## src/rtl/mem_port_arbiter.sv

```systemverilog
// Shares one memory port between instruction fetch and load/store.
// One outstanding transaction, round-robin on contention, watchdog-bounded.
module mem_port_arbiter #(
    parameter int ADDR_W  = 32,
    parameter int DATA_W  = 32,
    parameter int TIMEOUT = 255
) (
    input  logic                  clk,
    input  logic                  rst,
    input  logic                  ifu_req_valid,
    output logic                  ifu_req_ready,
    input  logic [ADDR_W-1:0]     ifu_addr,
    output logic                  ifu_resp_valid,
    output logic [DATA_W-1:0]     ifu_rdata,
    output logic                  ifu_resp_err,
    input  logic                  lsu_req_valid,
    output logic                  lsu_req_ready,
    input  logic [ADDR_W-1:0]     lsu_addr,
    input  logic                  lsu_wen,
    input  logic [DATA_W-1:0]     lsu_wdata,
    input  logic [DATA_W/8-1:0]   lsu_wmask,
    output logic                  lsu_resp_valid,
    output logic [DATA_W-1:0]     lsu_rdata,
    output logic                  lsu_resp_err,
    output logic                  mem_req_valid,
    input  logic                  mem_req_ready,
    output logic [ADDR_W-1:0]     mem_addr,
    output logic                  mem_wen,
    output logic [DATA_W-1:0]     mem_wdata,
    output logic [DATA_W/8-1:0]   mem_wmask,
    input  logic                  mem_resp_valid,
    input  logic [DATA_W-1:0]     mem_rdata,
    output logic                  busy
);

    localparam int MASK_W = DATA_W / 8;
    localparam int CNT_W  = (TIMEOUT > 1) ? $clog2(TIMEOUT + 1) : 1;
    localparam logic [CNT_W:0] TMO_LIM = (CNT_W + 1)'(TIMEOUT);

    localparam logic [1:0] S_IDLE  = 2'd0;
    localparam logic [1:0] S_ISSUE = 2'd1;
    localparam logic [1:0] S_WAIT  = 2'd2;
    localparam logic [1:0] S_RESP  = 2'd3;

    localparam logic OWN_IFU = 1'b0;
    localparam logic OWN_LSU = 1'b1;

    logic [1:0]        state;
    logic              last_grant;
    logic [CNT_W-1:0]  cnt_q;

    logic              owner_p0;
    logic [ADDR_W-1:0] addr_p0;
    logic              wen_p0;
    logic [DATA_W-1:0] wdata_p0;
    logic [MASK_W-1:0] wmask_p0;

    logic [DATA_W-1:0] rdata_p1;
    logic              err_p1;

    logic              gnt_ifu;
    logic              gnt_lsu;
    logic [CNT_W:0]    cnt_inc;
    logic              tmo_hit;

    // Grant only from IDLE; on contention the requester that did not win last time goes first.
    always_comb begin
        gnt_lsu = 1'b0;
        gnt_ifu = 1'b0;
        if (state == S_IDLE && !rst) begin
            gnt_lsu = lsu_req_valid && (!ifu_req_valid || last_grant == OWN_IFU);
            gnt_ifu = ifu_req_valid && (!lsu_req_valid || last_grant == OWN_LSU);
        end
    end

    always_comb begin
        cnt_inc = {1'b0, cnt_q} + (CNT_W + 1)'(1);
        tmo_hit = (TIMEOUT != 0) && (cnt_inc == TMO_LIM);
    end

    assign ifu_req_ready  = gnt_ifu;
    assign lsu_req_ready  = gnt_lsu;

    assign mem_req_valid  = (state == S_ISSUE);
    assign mem_addr       = addr_p0;
    assign mem_wen        = wen_p0;
    assign mem_wdata      = wdata_p0;
    assign mem_wmask      = wmask_p0;

    assign ifu_resp_valid = (state == S_RESP) && (owner_p0 == OWN_IFU);
    assign lsu_resp_valid = (state == S_RESP) && (owner_p0 == OWN_LSU);
    assign ifu_rdata      = ifu_resp_valid ? rdata_p1 : '0;
    assign lsu_rdata      = lsu_resp_valid ? rdata_p1 : '0;
    assign ifu_resp_err   = ifu_resp_valid & err_p1;
    assign lsu_resp_err   = lsu_resp_valid & err_p1;

    assign busy           = (state != S_IDLE);

    always_ff @(posedge clk or posedge rst) begin
        if (rst) begin
            state      <= S_IDLE;
            last_grant <= OWN_IFU;
            cnt_q      <= '0;
            owner_p0   <= OWN_IFU;
            addr_p0    <= '0;
            wen_p0     <= 1'b0;
            wdata_p0   <= '0;
            wmask_p0   <= '0;
            rdata_p1   <= '0;
            err_p1     <= 1'b0;
        end else begin
            case (state)
                // Request capture stage
                S_IDLE: begin
                    if (gnt_lsu) begin
                        owner_p0   <= OWN_LSU;
                        last_grant <= OWN_LSU;
                        addr_p0    <= lsu_addr;
                        wen_p0     <= lsu_wen;
                        wdata_p0   <= lsu_wdata;
                        wmask_p0   <= lsu_wmask;
                        cnt_q      <= '0;
                        state      <= S_ISSUE;
                    end else if (gnt_ifu) begin
                        owner_p0   <= OWN_IFU;
                        last_grant <= OWN_IFU;
                        addr_p0    <= ifu_addr;
                        wen_p0     <= 1'b0;
                        wdata_p0   <= '0;
                        wmask_p0   <= '0;
                        cnt_q      <= '0;
                        state      <= S_ISSUE;
                    end
                end
                S_ISSUE: begin
                    if (TIMEOUT != 0) cnt_q <= cnt_inc[CNT_W-1:0];
                    if (tmo_hit) begin
                        rdata_p1 <= '0;
                        err_p1   <= 1'b1;
                        state    <= S_RESP;
                    end else if (mem_req_ready) begin
                        state    <= S_WAIT;
                    end
                end
                // Response capture stage; a real response beats a coincident timeout
                S_WAIT: begin
                    if (TIMEOUT != 0) cnt_q <= cnt_inc[CNT_W-1:0];
                    if (mem_resp_valid) begin
                        rdata_p1 <= wen_p0 ? '0 : mem_rdata;
                        err_p1   <= 1'b0;
                        state    <= S_RESP;
                    end else if (tmo_hit) begin
                        rdata_p1 <= '0;
                        err_p1   <= 1'b1;
                        state    <= S_RESP;
                    end
                end
                default: begin
                    state <= S_IDLE;
                end
            endcase
        end
    end

endmodule

```

## config.mk

```make
export PLATFORM = sky130hd
export DESIGN_NAME = mem_port_arbiter
export DESIGN_NICKNAME = d
export VERILOG_FILES = /design/src/rtl/mem_port_arbiter.sv
export SDC_FILE = /design/constraint.sdc
export NUM_CORES = 1
export LEC_CHECK = 0
export ABC_AREA = 1
export BUFFER_PORTS_ARGS = -buffer_cell sky130_fd_sc_hd__clkbuf_2
export CAP_MARGIN = 20
export CELL_PAD_IN_SITES_DETAIL_PLACEMENT = 1
export CELL_PAD_IN_SITES_GLOBAL_PLACEMENT = 1
export CORE_ASPECT_RATIO = 2
export CORE_MARGIN = 3
export CORE_UTILIZATION = 32
export CTS_CLUSTER_SIZE = 14
export DETAILED_ROUTE_END_ITERATION = 10
export PLACE_DENSITY = 0.88
export SYNTH_ARGS = -nofsm -noshare
export SYNTH_HDL_FRONTEND = slang
export SYNTH_SLANG_ARGS = --single-unit
```

## constraint.sdc

```tcl
create_clock -name clk -period 4.5 [get_ports clk]
set_clock_uncertainty 0.1 [all_clocks]
set_input_delay 0.225 -clock clk [delete_from_list [all_inputs] [get_ports clk]]
set_output_delay 0.225 -clock clk [all_outputs]
set_load 0.005 [all_outputs]
```

# Yosys cells after proc, flatten, opt, wreduce, memory -nomap -nowiden
# Cells that the tools add are included.
[classes]
n_mux = 30
addsub = 1
shift = 0
div_mod_pow = 0
n_eq_ne = 7
mul = 0
reduce_logical = 19
n_lt_le_gt_ge = 0
bitwise_logic = 3
[op_table]
columns = ["operator", "count"]
rows = [
  ["32-bit two-way mux", 9],
  ["32-bit case mux with 2 select lines", 1],
  ["8-bit two-way mux", 2],
  ["8-bit case mux with 2 select lines", 1],
  ["2-bit two-way mux", 6],
  ["8-bit by 1-bit adder with 9-bit output (second input constant)", 1],
  ["9-bit by 8-bit == test with 1-bit output (second input constant)", 1],
  ["4-bit two-way mux", 2],
  ["2-bit nonzero test", 4],
  ["1-bit two-way mux", 7],
  ["3-bit inequality test (second input constant)", 2],
  ["2-bit case mux with 3 select lines", 1],
  ["1-bit logical AND", 5],
  ["2-bit == test (second input constant)", 2],
  ["2-bit AND reduction", 2],
  ["1-bit logical NOT", 3],
  ["3-bit by 1-bit inequality test with 1-bit output (second input constant)", 1],
  ["3-bit AND reduction", 1],
  ["1-bit bitwise AND", 2],
  ["2-bit by 1-bit == test with 1-bit output (second input constant)", 1],
  ["2-bit logical NOT", 1],
  ["1-bit logical OR", 2],
  ["1-bit case mux with 2 select lines", 1],
  ["2-bit OR reduction", 1],
  ["1-bit inverter", 1],
]
[totals]
inputBits = 139
mem_count = 0
mem_bits_ro = 0
ramBits = 0
latch_bits = 0
reg_bits = 113

# Logic depth before layout (Yosys ltp)
# Gate-level depths: netlist of run 1.
[depth]
ltp_word = 7
depth_mapped = 12
ltp_nobuf = 12

# Worst setup path before layout of run 1
# No wires, ideal clock.
[synth_timing]
kind = "input to register"
startpoint = "input port rst"
endpoint = "register addr_p0[11], in the netlist mem_addr[11]"
arrival_time_ns = 3.582
setup_slack_ns = 0.692
path_stages = 10
setup_time_ns = 0.126
path_cell_list = "inv_1 > nand2_1 > inv_1 > nand3_4 > nand2_2 > inv_2 > buf_2 > buf_6 > nand2_1 > o21ai_0"
[synth_via]
elab_chain_len = 5
word_cells_on_any_way = 7
classes_between = "3 x mux; 4 x reduce/logical"
[synth_lines]
columns = ["element", "line_no", "text"]
rows = [
  ["start: declaration", "9", "input logic rst,"],
  ["1-bit logical NOT (no line) (*)", "-", ""],
  ["1-bit logical AND (*)", "70", "if (state == S_IDLE && !rst) begin"],
  ["1-bit two-way mux", "70", ""],
  ["2-bit nonzero test (no line)", "-", ""],
  ["2-bit AND reduction (no line)", "-", ""],
  ["end signal: assignment", "118", "addr_p0 <= lsu_addr;"],
  ["end signal: assignment", "127", "addr_p0 <= ifu_addr;"],
  ["end: declaration", "53", "logic [ADDR_W-1:0] addr_p0;"],
]
# Mark *: on every way between the ends. The rest lies on a longest branch, timed or not.
# A chain may end at the register's enable or synchronous reset.

# Worst setup path in the final report of run 1
[layout_timing]
startpoint = "register state[0]"
endpoint = "register addr_p0[9], in the netlist mem_addr[9]"
[layout_via]
elab_chain_len = 5
word_cells_on_any_way = 7
classes_between = "3 x mux; 4 x reduce/logical"
[layout_lines]
columns = ["element", "line_no", "text"]
rows = [
  ["start: declaration", "48", "logic [1:0] state;"],
  ["start signal: assignment", "101", "state <= S_IDLE;"],
  ["start signal: assignment", "123", "state <= S_ISSUE;"],
  ["start signal: assignment", "132", "state <= S_ISSUE;"],
  ["2-bit logical NOT (*)", "70, 112", ""],
  ["1-bit logical AND", "70", ""],
  ["1-bit two-way mux", "70", ""],
  ["2-bit nonzero test (no line)", "-", ""],
  ["2-bit AND reduction (no line)", "-", ""],
]
# Marked as above.

==> metrics.cfg, run 1 <==
[synth]
synth-seq-area-share = 0.515
yosysWarnings = 0
synth_top_area_frac = 0.515
avgSynthCellArea_sq_um = 8.83
syn_area_sq_mm = 0.00549
synth_cell_types = 26
netlist_instances = 622
synthTopCellsByArea = dfrtp_1, nor2_1, o21ai_0, a22o_1, inv_1
syn_nets = 767
yosys.area.top_type = dfrtp_1
synth-seq-cells = 113

[floorplanning]
fp.dieH_um = 191
dieWidth_um = 98.6
placeableCoreArea_sq_mm = 0.0168
pin_count = 280
rows = 67
start_util = 0.328
die-area_sq_mm = 0.0189

[clock_tree]
clk_pin_slew_ps = 60
ctsHoldBuffers = 67
cts_buffers = 17
post_cts_buffers = 0
cts_sinks = 113
clock_latency_ps = 410
cts_root_buf = clkbuf_16
cts_tree = built
cts_buffer_depth = 2
post_cts_resized = 0
htreeDepth = 4

[hold_path]
hp-start = lsu_addr[3]
hold_end = mem_addr[3]
hold_depth = 3
hold_class = in2reg

[routing]
detail_route.iter0.violations = 166
num_vias = 6069
ant_nets = 0
route.detailed.drc = 0
viasPerCell = 5.17
wire_per_inst_um = 19.3
first_pass_iters = 4
drt_wl_total_um = 22600

[power_and_ir_drop]
peakVddDrop_mv = 0.305
power_density_mw_per_mm2 = 679
p_leak_uw = 0.00456

[sta]
setup_tns_ps = 0
timing.final.ws_setup_ps = 1160
slew_violations = 0
tightest_slew_ps = 772
hold_ws_ps = 27.2
min_period_ps = 3340
setup_violations = 0
finalHoldViolCount = 0
grt_setup_unrepaired = no
clock.fmax_ghz = 0.299
slew_headroom = 0.485
min_period_over_period = 0.743

[finish]
fillers = 2035
fin_area_sq_mm = 0.00832
nets = 1097
final_util = 0.496
syn_to_final_growth_pct = 51.5
drive_gt1_frac = 0.354

[worst_setup_path]
crit_family = buffers and inverters
crit_type = reg2reg
crit_chain = inv_1 -> ha_1 -> nand2_1 -> inv_1 -> nand3_4 -> nand2_2 -> inv_2 -> buf_12 -> nand2_1 -> o21ai_1 -> dlygate4sd3_1
r2r_start = state[0]
setup.worst_path.end_class = flip-flop
cp_data_arrival_time_ps = 3530
worstPathMaxFanout = 50
cp.required_ps = 4690
setup.worst_path.start_class = flip-flop
crit_path_max_incr_delay_ps = 570
rr_worst_depth = 11
r2r_end = mem_addr[9]
reg2reg_slack_ps = 1160
slowest_stage = nand2_2
path_buf_inv = 5

[place]
dpl-instance-area_sq_mm = 0.00701
place_congestion = 0.840
port-buffer-count = 279
hpwl_um = 14800
pre_cts_slack_ps = 1340

[global_routing]
track_usage = 0.239
grt_pass1_vias = 6672
grt_pass1_wl_um = 35300
grt_start_max_net_pins = 71
grt_antenna_before_repair = 3
grt_overflow = 0

[run_status]
status = finished, final reports clean

[run]
maxCapViolations = 0

-- report_power, final --
| group | switching, uW | internal [uW] |
|---|---|---|
| combinational | 1480 | 1080 |
| sequential | 310 | 1500 |
| clock | 482 | 795 |
-- placed cells by master, fill, tap and decap left out, types with 26 or more instances in the layout --
cell type and count:
nor2_1 101, inv_1 59, o21ai_0 64, clkbuf_2 279, a22o_1 36, nand3_1 43
a22oi_1 26, a31oi_1 32, dlygate4sd3_1 67, nand2_1 58, dfrtp_1 113
-- worst register-to-register path: cells and delay by family (launching register included) --
family                     cells  cell delay, ps
AOI/OAI and AO/OA              1              50
adders and majority gates      1             240
buffers and inverters          5            1380
DFF                            1             420
and+or+nand+nor                4            1040
-- cells by family (layout without fill, tap and decap cells) --
kind of cell    count (synthesis)  in the layout  synth area share
simple gates                  215            215             0.168
compound gates                180            180             0.219
flops                         113            113             0.515
buf+inv                       108            450            0.0847
fa+ha+maj                       6              6            0.0137
other cells                     0              2                 0
-- cell type report --
cell class                 instances  area [sq um]  area share
antenna                            2          5.00    0.000601
clock buffer                      21           470      0.0565
clock inverter                    10          86.3      0.0104
inverter                          63           239      0.0287
multi-input combinational        401          2200       0.264
sequential                       113          2830       0.340
tap                              207           259      0.0311
timing repair buffer             356          2230       0.269
-- routing by layer --
metal	vias to the layer above	global-route usage	part of all wire
li1	2787	-	-
met3	54	0.0570	0.050
met1	2976	0.248	0.34
met5	-	0	0.00088
met4	2	0.129	0.038
met2	250	0.437	0.57
-- registers in the layout, summed over array words and instances (netlist names) --
name	cells
mem_addr	32
state	2
mem_wen	1
mem_wmask	4
cnt_q	8
rdata_p1	32
mem_wdata	32
err_p1	1
owner_p0	1
-- per-stage QoR --
stage,std cells,total power (uW)
floorplan,622,3260
global placement,1068,4070
detailed placement,1070,4230
CTS,1168,5590
global route,1173,6090
finish,1173,5650
-- cell usage after synthesis (all sizes together) --
master  count
a22o       36
a22oi      33
a31oi      32
buf        20
clkbuf     25
dfrtp     113
ha          6
inv        63
nand2      64
nand3      45
nand4       2
nor2      104
o21ai      73
o22ai       6
-- worst max-delay path by stage --
stage	start	endpoint	slack, ps	depth (start not counted)
3_3_place_gp	state[0]	cnt_q[2]	960	10
4_1_cts	state[0]	mem_addr[9]	1140	11
3_5_place_dp	state[0]	cnt_q[3]	1340	10
2_1_floorplan	rst	mem_addr[11]	690	10
6_report	state[0]	mem_addr[9]	1160	11
5_1_grt	state[0]	mem_addr[9]	810	11
No activity file was read; power rests on OpenSTA's default activity.
==> run 2, diff against run 1 <==
--- a/config.mk
+++ b/config.mk
@@ -5,17 +5,17 @@
 export SDC_FILE = /design/constraint.sdc
 export NUM_CORES = 1
 export LEC_CHECK = 0
-export ABC_AREA = 1
+export ABC_AREA = 0
 export BUFFER_PORTS_ARGS = -buffer_cell sky130_fd_sc_hd__clkbuf_2
 export CAP_MARGIN = 20
 export CELL_PAD_IN_SITES_DETAIL_PLACEMENT = 1
 export CELL_PAD_IN_SITES_GLOBAL_PLACEMENT = 1
 export CORE_ASPECT_RATIO = 2
 export CORE_MARGIN = 3
-export CORE_UTILIZATION = 32
+export CORE_UTILIZATION = 33
 export CTS_CLUSTER_SIZE = 14
 export DETAILED_ROUTE_END_ITERATION = 10
-export PLACE_DENSITY = 0.88
+export PLACE_DENSITY = 0.89
 export SYNTH_ARGS = -nofsm -noshare
 export SYNTH_HDL_FRONTEND = slang
 export SYNTH_SLANG_ARGS = --single-unit
==> constraint.sdc (replaced) <==
create_clock -name clk -period 3.15 [get_ports clk]
set_clock_uncertainty 0.1 [all_clocks]
set_input_delay 0.1575 -clock clk [delete_from_list [all_inputs] [get_ports clk]]
set_output_delay 0.1575 -clock clk [all_outputs]
set_load 0.005 [all_outputs]
==> metrics.cfg, run 2 <==
[global_routing]
grt_overflow = 0  ; unchanged
grt_pass1_vias = 6408  ; -4.0%
grt_antenna_before_repair = 3  ; unchanged
grt_pass1_wl_um = 35700  ; +0.98%
track_usage = 0.272  ; +0.0325
grt_start_max_net_pins = 45  ; -37%

[finish]
nets = 1011  ; -7.8%
final_common_cell = clkbuf_2
fillers = 1700  ; -16%
layout_common_cells = clkbuf_2, dlygate4sd3_1, dfrtp_1, a22o_1, nand2_1
layout.cells.non_filler = 1079  ; -8.0%
syn_to_final_growth_pct = 67.1
drive_gt1_frac = 0.411  ; +0.0574

[sta]
min_period_over_period = 0.948  ; +0.205
clock.fmax_ghz = 0.335  ; +12%
grt_setup_unrepaired = no
tightest_slew_ps = 899  ; +127 ps
finalHoldViolCount = 0  ; unchanged
setup_tns_ps = 0  ; unchanged
slew_violations = 0  ; unchanged
setup_violations = 0  ; unchanged
slew_headroom = 0.400  ; -0.0858
min_period_ps = 2990  ; -358 ps

[worst_setup_path]
cp_data_arrival_time_ps = 3170  ; -360 ps
r2r_start = state[1]
r2r_end = mem_addr[16]
rr_worst_depth = 9  ; -2
crit_type = reg2reg
setup.worst_path.end_class = flip-flop
setup.worst_path.start_class = flip-flop
worstPathMaxFanout = 33  ; -34%
cp.required_ps = 3330  ; -1360 ps
reg2reg_slack_ps = 160  ; -990 ps

[synth]
synth_xor_area_frac = 0.00168  ; +0.00168
syn_nets = 602  ; -22%
synth-seq-cells = 113  ; unchanged
synth_compound_area_frac = 0.198  ; -0.0204
synthTopCellsByCount = dfrtp_1, a22o_1, nand2_1
synth_top_family_by_area = compound AO/OA/AOI/OAI gates
ys_async_sr_fraction = 1.00  ; unchanged
syn_area_sq_mm = 0.00520  ; -5.2%
avgSynthCellArea_sq_um = 11.4  ; +29%
netlist_instances = 457  ; -27%
synth_edf_count = 0  ; unchanged
yosysWarnings = 0  ; unchanged
synth_top_area_frac = 0.543  ; +0.0285
synth-simple-area-share = 0.132  ; -0.0364
synth-seq-area-share = 0.543  ; +0.0285
synthTopCellsByArea = dfrtp_1, a22o_1, mux2i_1, a22o_2, and2_1
yosys.area.top_type = dfrtp_1
synthAdderAreaFrac = 0.0144  ; +0.000756
synth_cell_types = 42  ; +62%
yosys_most_used_dff = dfrtp_1
synth_most_common_cell = dfrtp_1
synthMuxAreaShare = 0.0659  ; +0.0659

[routing]
route.detailed.drc = 0  ; unchanged
ant_nets = 0  ; unchanged
viasPerCell = 5.20  ; +0.53%
wire_per_inst_um = 22.3  ; +15%
drt_wl_total_um = 24000  ; +6.1%
first_pass_iters = 4  ; unchanged
num_vias = 5612  ; -7.5%
detail_route.iter0.violations = 134  ; -19%

[hold_path]
hp-start = lsu_req_valid
hold_end = owner_p0
hold_depth = 3  ; unchanged
hold_class = in2reg

[clock_tree]
cts_tree = built
cts_buffers = 17  ; unchanged
htreeDepth = 4  ; unchanged
cts_sinks = 113  ; unchanged
cts_buffer_depth = 2  ; unchanged
clk_pin_slew_ps = 60  ; about the same
cts_root_buf = clkbuf_16
clock_latency_ps = 410  ; about the same
post_cts_buffers = 0  ; unchanged

[floorplanning]
fp.dieH_um = 184  ; -4.0%
pin_count = 280  ; unchanged
dieWidth_um = 94.8  ; -3.9%
start_util = 0.339  ; +0.0109
rows = 64  ; -4.5%
die-area_sq_mm = 0.0174  ; -7.7%
placeableCoreArea_sq_mm = 0.0154  ; -8.3%

[power_and_ir_drop]
p_leak_uw = 0.00451  ; -1.0%
peakVddDrop_mv = 0.433  ; +42%
power_density_mw_per_mm2 = 836  ; +23%

[place]
port-buffer-count = 279  ; unchanged
place_congestion = 0.800  ; -4.8%
dp_cells = 912  ; -15%
hpwl_um = 13700  ; -7.3%

[run_status]
status = finished, final reports clean

[run]
maxCapViolations = 0  ; unchanged

## run 2: cell count changes after synthesis, sizes merged, moves of 33 or more
cell	change
and3	+33
a22o	+38
nand3	-43
inv	-55
a22oi	-33
and2	+36
nor2	-102
o21ai	-33
## run 2: kinds of logic (layout without fill, tap and decap cells)
family                   Yosys count  after routing
XOR/XNOR                           1              1
buffers and inverters             44            464
multiplexers                      34             34
flip-flops                       113            113
adder cells (fa/ha/maj)            6              6
AND/OR/NAND/NOR                  126            126
other                              0              3
AO/OA/AOI/OAI                    133            134
## run 2: critical path, cell delays in order (launching register included)
cell	delay, ps
dfrtp_1	400
inv_1	90
ha_1	260
and2b_1	280
nand2_1	130
a21oi_4	140
buf_6	380
mux2i_1	250
o21ai_0	150
dlygate4sd3_1	650
## run 2: per-stage QoR
stage          setup slack (ps)  utilization  cell area, sq um  hold slack, ps  power (uW)
2_1_floorplan              1230            -              5210             162        3740
3_3_place_gp                900        0.443              6810             260        4690
3_5_place_dp                778        0.443              6810             269        4820
4_1_cts                     219        0.564              8680            1.83        7090
5_1_grt                    42.5        0.566              8700            37.7        7680
6_report                    164        0.566              8700            33.0        7270
## run 2: layer usage
| layer | global-route usage | share of wire | vias to the layer above | routed length (um) |
|---|---|---|---|---|
| li1 | - | - | 2466 | - |
| met1 | 0.272 | 0.34 | 2780 | 8100 |
| met2 | 0.500 | 0.55 | 286 | 13200 |
| met3 | 0.0676 | 0.063 | 80 | 1520 |
| met4 | 0.148 | 0.048 | 0 | 1150 |
| met5 | 0 | 0 | - | 0 |
## run 2: worst max path at each step
stage / from / slack (ps) / cells past startpoint / to
after floorplan: state[0] / 1230 / 7 / state[0]
after global placement: state[0] / 900 / 8 / mem_addr[16]
after detailed placement: state[1] / 780 / 8 / mem_addr[27]
after CTS: state[1] / 220 / 9 / mem_addr[12]
after global routing: state[0] / 40 / 9 / mem_addr[16]
final: state[1] / 160 / 9 / mem_addr[16]
## run 2: repair_timing
item / CTS / global route
hold endpoints to repair: 139 / 0
hold buffers: 132 / 0
resized for setup: 0 / 1
setup endpoints to repair: 0 / 10
## run 2: final cells by class
cell class | instances | area (sq um) | share of cell area
Clock inverter | 5 | 52.6 | 0.00604
Tap cell | 198 | 248 | 0.0285
Inverter | 8 | 33.8 | 0.00388
Antenna cell | 3 | 7.51 | 0.000863
Multi-Input combinational cell | 301 | 2180 | 0.250
Timing Repair Buffer | 425 | 2850 | 0.328
Sequential cell | 113 | 2830 | 0.325
Clock buffer | 26 | 499 | 0.0574
## run 2: power by group
group,total [uW],switching (uW),internal [uW]
Clock,1840,681,1160
Combinational,2900,1430,1470
Sequential,2530,485,2050
==> run 3, diff against run 2 <==
--- a/config.mk
+++ b/config.mk
@@ -12,10 +12,10 @@
 export CELL_PAD_IN_SITES_GLOBAL_PLACEMENT = 1
 export CORE_ASPECT_RATIO = 2
 export CORE_MARGIN = 3
-export CORE_UTILIZATION = 33
+export CORE_UTILIZATION = 36
 export CTS_CLUSTER_SIZE = 14
 export DETAILED_ROUTE_END_ITERATION = 10
-export PLACE_DENSITY = 0.89
+export PLACE_DENSITY = 0.95
 export SYNTH_ARGS = -nofsm -noshare
 export SYNTH_HDL_FRONTEND = slang
 export SYNTH_SLANG_ARGS = --single-unit
==> constraint.sdc (replaced) <==
create_clock -name clk -period 3.45 [get_ports clk]
set_clock_uncertainty 0.1 [all_clocks]
set_input_delay 0.1725 -clock clk [delete_from_list [all_inputs] [get_ports clk]]
set_output_delay 0.1725 -clock clk [all_outputs]
set_load 0.005 [all_outputs]
==> metrics.cfg, run 3 (same netlist as run 2, synthesis figures left out) <==
[power_and_ir_drop]
peakVddDrop_mv = 0.435  ; +0.36%
p_leak_uw = 0.00445  ; -1.3%
power_density_mw_per_mm2 = 782  ; -6.5%

[sta]
tightest_slew_ps = 1040  ; +139 ps
slew_headroom = 0.306  ; -0.0940
slew_violations = 0  ; unchanged
clock.fmax_ghz = 0.316  ; -5.7%
min_period_ps = 3170  ; +181 ps
setup_tns_ps = 0  ; unchanged
setup_violations = 0  ; unchanged
min_period_over_period = 0.918  ; -0.0298
grt_setup_unrepaired = no
finalHoldViolCount = 0  ; unchanged

[worst_setup_path]
cp_data_arrival_time_ps = 3400  ; +230 ps
rr_worst_depth = 9  ; unchanged
r2r_start = state[0]
worstPathMaxFanout = 58  ; +76%
cp.required_ps = 3680  ; +350 ps
reg2reg_slack_ps = 280  ; +120 ps
worstSetupStartpoint = state[0]
crit_type = reg2reg
setup.worst_path.start_class = flip-flop
setup.worst_path.end_class = flip-flop

[global_routing]
track_usage = 0.308  ; +0.0356
grt_start_max_net_pins = 59  ; +31%
grt_antenna_before_repair = 3  ; unchanged
grt_overflow = 0  ; unchanged
grt_pass1_wl_um = 37600  ; +5.3%
grt_pass1_vias = 6540  ; +2.1%

[finish]
layout_common_cells = clkbuf_2, dlygate4sd3_1, dfrtp_1, a22o_1, nand2_1
fillers = 1590  ; -6.5%
final_common_cell = clkbuf_2
fin_area_sq_mm = 0.00859  ; -1.3%
syn_to_final_growth_pct = 65.0
nets = 997  ; -1.4%
drive_gt1_frac = 0.414  ; +0.00319
final_util = 0.612  ; +0.0458

[clock_tree]
post_cts_buffers = 0  ; unchanged
post_cts_resized = 0  ; unchanged
cts_root_buf = clkbuf_16
cts_buffer_depth = 2  ; unchanged
clk_pin_slew_ps = 60  ; about the same
cts_buffers = 17  ; unchanged
cts_sinks = 113  ; unchanged
clock_latency_ps = 400  ; about the same
htreeDepth = 4  ; unchanged
cts_tree = built
ctsHoldBuffers = 125  ; -5.3%

[floorplanning]
fp.dieH_um = 176  ; -4.1%
die-area_sq_mm = 0.0160  ; -7.9%
dieWidth_um = 91.0  ; -4.0%
placeableCoreArea_sq_mm = 0.0140  ; -8.7%
rows = 61  ; -4.7%
pin_count = 280  ; unchanged
start_util = 0.371  ; +0.0321

[hold_path]
hold_depth = 2  ; -1
hold_class = in2reg
hp-start = ifu_req_valid

[run_status]
status = finished, final reports clean

[place]
place_congestion = 0.815  ; +1.9%
port-buffer-count = 279  ; unchanged
dpl-instance-area_sq_mm = 0.00675  ; -0.85%
hpwl_um = 14000  ; +2.3%

[routing]
viasPerCell = 5.33  ; +2.4%
detail_route.iter0.violations = 358  ; +170%
wire_per_inst_um = 23.5  ; +5.6%
drt_wl_total_um = 24800  ; +3.3%
num_vias = 5625  ; +0.23%
first_pass_iters = 4  ; unchanged
route.detailed.drc = 0  ; unchanged
ant_nets = 0  ; unchanged

[run]
maxCapViolations = 0  ; unchanged

-- run 3: changes by cell type in the layout (fill, tap and decap cells not counted), moves of 3 or more --
cell and change:
buf_4 -5, clkbuf_1 -4, clkbuf_8 -4, clkinv_2 -3
clkinv_4 +4, dlygate4sd3_1 -7, inv_6 +4
-- run 3: path summary, 6_finish.rpt --
check / end
max: mem_addr[6]
max in group asynchronous: mem_addr[19]
max reg2reg: mem_addr[6]
min: owner_p0
min in group asynchronous: state[1]
min reg2reg: mem_wmask[1]
-- run 3: cell type report --
| type | instances | area [sq um] | share of cell area |
|---|---|---|---|
| inverters | 8 | 32.5 | 0.00379 |
| flip-flops and latches | 113 | 2830 | 0.329 |
| clock inverters | 13 | 153 | 0.0178 |
| clock buffers | 18 | 429 | 0.0500 |
| diodes | 3 | 7.51 | 0.000874 |
| repair buffers | 412 | 2730 | 0.318 |
| well taps | 189 | 236 | 0.0275 |
| multi-input cells | 300 | 2170 | 0.253 |
-- run 3: power by group --
part	internal (uW)	total, uW	switching (uW)
registers	1870	2340	479
clock network	1070	1760	689
logic	1280	2610	1330
total	4220	6710	2500
-- run 3: critical path, stage by stage, from the launching register on --
cell	delay, ps
dfrtp_1	410
inv_1	100
ha_1	270
and2b_1	270
nand2_1	120
a21oi_4	620
buf_12	320
nand2_1	130
o21ai_0	110
dlygate4sd3_1	600
-- run 3: per-stage QoR --
step           setup slack, ps  total power (uW)  instances  hold slack, ps
4_1_cts                    417              6490       1053            1.68
5_1_grt                    125              7060       1056            24.3
3_3_place_gp              1050              4250        897             250
3_5_place_dp               944              4420        897             262
6_report                   283              6710       1056            20.8
2_1_floorplan              190              3410        457             177
-- run 3: routing by layer --
layer	wire, um	GRT usage	up-vias
met5	0	0	-
met4	1510	0.198	0
met3	1200	0.0559	92
met2	14000	0.581	284
met1	8090	0.299	2809
li1	-	-	2440
